===== src/rtl/mux_scanner.sv =====
// mux_scanner: steps a downstream 4:1 mux through channels 0..3. For each
// channel it waits a programmable settle time and then samples the mux
// output. The four samples form one word, which is held until it is consumed.
module mux_scanner #(
  parameter int DWELL_W = 4
) (
  input  logic               clk,
  input  logic               rst_n,
  input  logic               start,
  input  logic [DWELL_W-1:0] dwell,
  output logic [1:0]         sel,
  input  logic               y_in,
  output logic [3:0]         word,
  output logic               valid,
  input  logic               ready,
  output logic               busy
);

  typedef enum logic [1:0] {
    IDLE   = 2'd0,
    SETTLE = 2'd1,
    SAMPLE = 2'd2,
    HOLD   = 2'd3
  } state_t;

  state_t             state;
  logic [DWELL_W-1:0] cnt;
  logic [DWELL_W-1:0] dwell_q;
  logic [3:0]         shadow;

  // Scan sequencer. All outputs are registered here, and busy is updated
  // together with state.
  always_ff @(posedge clk or negedge rst_n) begin
    if (!rst_n) begin
      state   <= IDLE;
      sel     <= 2'd0;
      cnt     <= '0;
      dwell_q <= '0;
      shadow  <= 4'd0;
      word    <= 4'd0;
      valid   <= 1'b0;
      busy    <= 1'b0;
    end else begin
      case (state)
        IDLE: begin
          sel <= 2'd0;
          if (start) begin
            // The dwell value is captured once here. Later changes to the
            // dwell input do not affect the scan in progress.
            cnt     <= dwell;
            dwell_q <= dwell;
            shadow  <= 4'd0;
            state   <= SETTLE;
            busy    <= 1'b1;
          end
        end

        SETTLE: begin
          // Count down to zero and stop there, so the counter never wraps.
          // The zero cycle adds one, giving dwell+1 settle cycles.
          if (cnt != '0) begin
            cnt <= cnt - 1'b1;
          end else begin
            state <= SAMPLE;
          end
        end

        SAMPLE: begin
          shadow[sel] <= y_in;
          if (sel != 2'd3) begin
            sel   <= sel + 2'd1;
            cnt   <= dwell_q;
            state <= SETTLE;
          end else begin
            // Channel 3 is taken straight from y_in. Its shadow bit is only
            // written on this same edge.
            word  <= {y_in, shadow[2:0]};
            valid <= 1'b1;
            state <= HOLD;
          end
        end

        HOLD: begin
          if (ready) begin
            valid <= 1'b0;
            sel   <= 2'd0;
            if (start) begin
              // Back-to-back: the next scan starts on the same edge that
              // consumes the word.
              cnt     <= dwell;
              dwell_q <= dwell;
              shadow  <= 4'd0;
              state   <= SETTLE;
              busy    <= 1'b1;
            end else begin
              state <= IDLE;
              busy  <= 1'b0;
            end
          end
        end

        default: begin
          state <= IDLE;
          sel   <= 2'd0;
          valid <= 1'b0;
          busy  <= 1'b0;
        end
      endcase
    end
  end

endmodule


===== config.mk =====
export PLATFORM = sky130hd
export DESIGN_NAME = mux_scanner
export DESIGN_NICKNAME = d
export VERILOG_FILES = /design/src/rtl/mux_scanner.sv
export SDC_FILE = /design/constraint.sdc
export NUM_CORES = 1
export LEC_CHECK = 0
export ABC_CLOCK_PERIOD_IN_PS = 1910
export CORE_MARGIN = 2
export CORE_UTILIZATION = 45
export CTS_CLUSTER_SIZE = 14
export DETAILED_ROUTE_END_ITERATION = 6
export PLACE_DENSITY = 0.78
export SYNTH_ARGS = -nofsm -noshare
export SYNTH_HDL_FRONTEND = slang
export SYNTH_SLANG_ARGS = --single-unit

===== constraint.sdc =====
create_clock -name clk -period 1.91 [get_ports clk]
set_clock_uncertainty 0.05 [all_clocks]
set_input_delay 0.382 -clock clk [delete_from_list [all_inputs] [get_ports clk]]
set_output_delay 0.382 -clock clk [all_outputs]
set_load 0.01 [all_outputs]

==> results.toml <==
[status]
status = "finished, final reports clean"

[global_route]
grt_max_degree = 22
grt_pass1_wl_um = 3830
grt_pass1_vias = 897
antenna_found_initial = 0
grt-ovfl-total = 0
grt_use_total_pct = 15.4

[place]
dp_cells = 167
dp_hpwl_um = 1840
port_buffers = 16
dpl_cell_area_sq_um = 1490
routabilityCongestion = 0.747

[layout]
layout.area.seq_sq_um = 527
fin_cells = 172
diodes = 0
syn_to_final_growth_pct = 24.7
fill_cells = 221
drive_gt1_share_pct = 24.1
fin_nets = 162
final_common_cell = "dfrtp_1"
layout_common_cells = "dfrtp_1 (20), clkdlybuf4s50_1 (16), inv_1 (11)"
post-route-util_pct = 57.4
design_area_sq_um = 1540
multi_input_area_sq_um = 671

[worst_setup_path]
worstSetupEndpointType = "flop"
rrSetupSlack_ps = 70
rr_startpoint = "cnt[0]"
cp.arrival_ps = 1990
cp_max_fo = 4
critPathLaunchType = "flop"
crit_start = "cnt[0]"
required_ps = 2060
path_class = "flop to flop"

[logic_synthesis]
synth_nets = 134
yosysTopAreaCell = "dfrtp_1"
synthCells = 114
synth-seq-cells = 21
synth_top_area_share_pct = 42.5
synth_area_leaders = "dfrtp_1 (42%), ha_1 (11%), mux2_2 (10%)"
synth-seq-area-share_pct = 42.5
syn_area_sq_um = 1240
yosysWarnings = 0
ys_types = 27
syn_avg_cell_area_sq_um = 10.9

[floorplanning]
fp.dieW_um = 56.4
fp.dieH_um = 56.4
num_rows = 19
core_sq_um = 2690
start_util_pct = 46.1
dieArea_sq_um = 3190
pin_count = 17

[drt]
wl_per_cell_um = 14.1
drt_pass1_iterations = 4
wirelength_um = 2430
drc = 0
drt_iter0_markers = 23
vias = 926
ant_nets = 0
via_per_inst = 5.38

[clocking]
cts_tree = "done"
htree_levels = 1
cts.clk_slew.worst_paths_ps = 120
clk_path_buf_depth = 2
ctsRootBufferMaster = "clkbuf_4"
cts_sinks = 21
clock_latency_ps = 300
numCtsBuffers = 3

[pwr]
clockPowerShare_pct = 8.3
p_sw_w = 0.00103
p_int_w = 0.00154
power_w = 0.00257
p_per_area_nw_per_um2 = 1670
vdd.ir_drop.worst_uv = 1080
seqPwrFrac_pct = 32.0
leakage_nw = 0.695
swShare_pct = 39.9
power_frac_comb_pct = 59.7

[sta]
relSlewSlack_pct = 78.1
hold_viol_final = 0
worst_pin_slew_ps = 325
final_max_slew_viol_count = 0
fin_crit_sh_pct = 96.2
finalSetupTns_ps = 0
setup_viol = 0
fmax_ghz = 0.544
period_needed_ps = 1840

[job]
max_cap_violations = 0

[worst_hold_path]
min_path_type = "input port to asynchronous set/reset pin"
registers in the layout, summed over array words and instances (netlist names):
signal and count:
sel 2, valid 1, busy 1, word 4
cnt 4, dwell_q 4, state 2, shadow 3
timing repair:
| action | 4_1_cts | 5_1_grt |
|---|---|---|
| endpoints found under the hold margin | 0 | 0 |
| setup endpoints to repair | 0 | 7 |
| hold buffers | 0 | 0 |
| resized for setup | 0 | 7 |
| setup buffers | 0 | 1 |
area by class of cell:
cell class | count | area share (%)
Multi-Input combinational cell | 78 | 43.5
Sequential cell | 21 | 34.1
Timing Repair Buffer | 26 | 15.2
Inverter | 12 | 2.92
Tap cell | 31 | 2.51
Clock buffer | 4 | 1.70
worst paths after layout:
| path | endpoint | depth (start not counted) |
|---|---|---|
| setup / recovery | cnt[2] | 6 |
| hold / removal | word[2] | 2 |
| setup reg to reg | cnt[2] | 6 |
| hold reg to reg | word[1] | 1 |
| max in group asynchronous | state[1] | 2 |
| min in group clk | word[1] | 1 |
worst max-delay path, cell delays in order (launching register included):
cell and delay, ps:
dfrtp_1 410, inv_1 90, ha_1 210, and4bb_4 200
a2111oi_4 250, buf_4 190, mux2_2 330
cells in the mapped netlist:
library cell / count
ha_1: 11
mux2i_1: 4
xor2_1: 1
a21boi_1: 1
mux2_2: 11
buf_4: 1
o2bb2ai_1: 3
o21ai_0: 4
dfrtp_1: 21
or3b_4: 1
nor2b_4: 1
and4bb_4: 1
a31oi_1: 3
a21oi_1: 7
nor3_1: 4
buf_2: 1
a221oi_4: 1
nor2_1: 6
o22ai_1: 3
nand3_1: 1
a22oi_1: 3
nand2_1: 8
buf_1: 1
o21ai_1: 2
inv_1: 12
a2111oi_4: 1
xnor2_1: 1
stage by stage:
stage          hold WS (ps)  worst slack [ps]
3_3_place_gp            438             -33.4
6_report                361              72.4
2_1_floorplan          36.4              70.5
5_1_grt                 369             -12.8
3_5_place_dp            444             -72.0
4_1_cts                 362              11.9
layer usage:
metal	vias to the layer above	part of all wire, %	track usage, %	routed length [um]
li1	458	-	-	-
met4	0	2.2	8.16	54
met2	22	50	26.1	1210
met5	-	0	0	0
met1	440	44	18.6	1080
met3	6	3.3	2.53	81
power groups by stage:
stage	registers [W]	logic (W)	clock network, W
2_1_floorplan	0.000810	0.00101	0
3_3_place_gp	0.000806	0.00140	0
3_5_place_dp	0.000824	0.00145	0
4_1_cts	0.000815	0.00146	0.000221
5_1_grt	0.000847	0.00169	0.000238
6_report	0.000823	0.00153	0.000214
kinds of logic (layout without fill, tap and decap cells):
group           count (synthesis)  in the layout  share of synthesized area [%]
compound gates                 28             28                           17.2
xor+xnor                        2              2                           1.42
fa+ha+maj                      11             11                           11.1
buf+inv                        15             42                           4.95
flops                          21             21                           42.5
mux                            15             15                           13.2
simple gates                   22             22                           9.61
No activity file was read; power rests on OpenSTA's default activity.
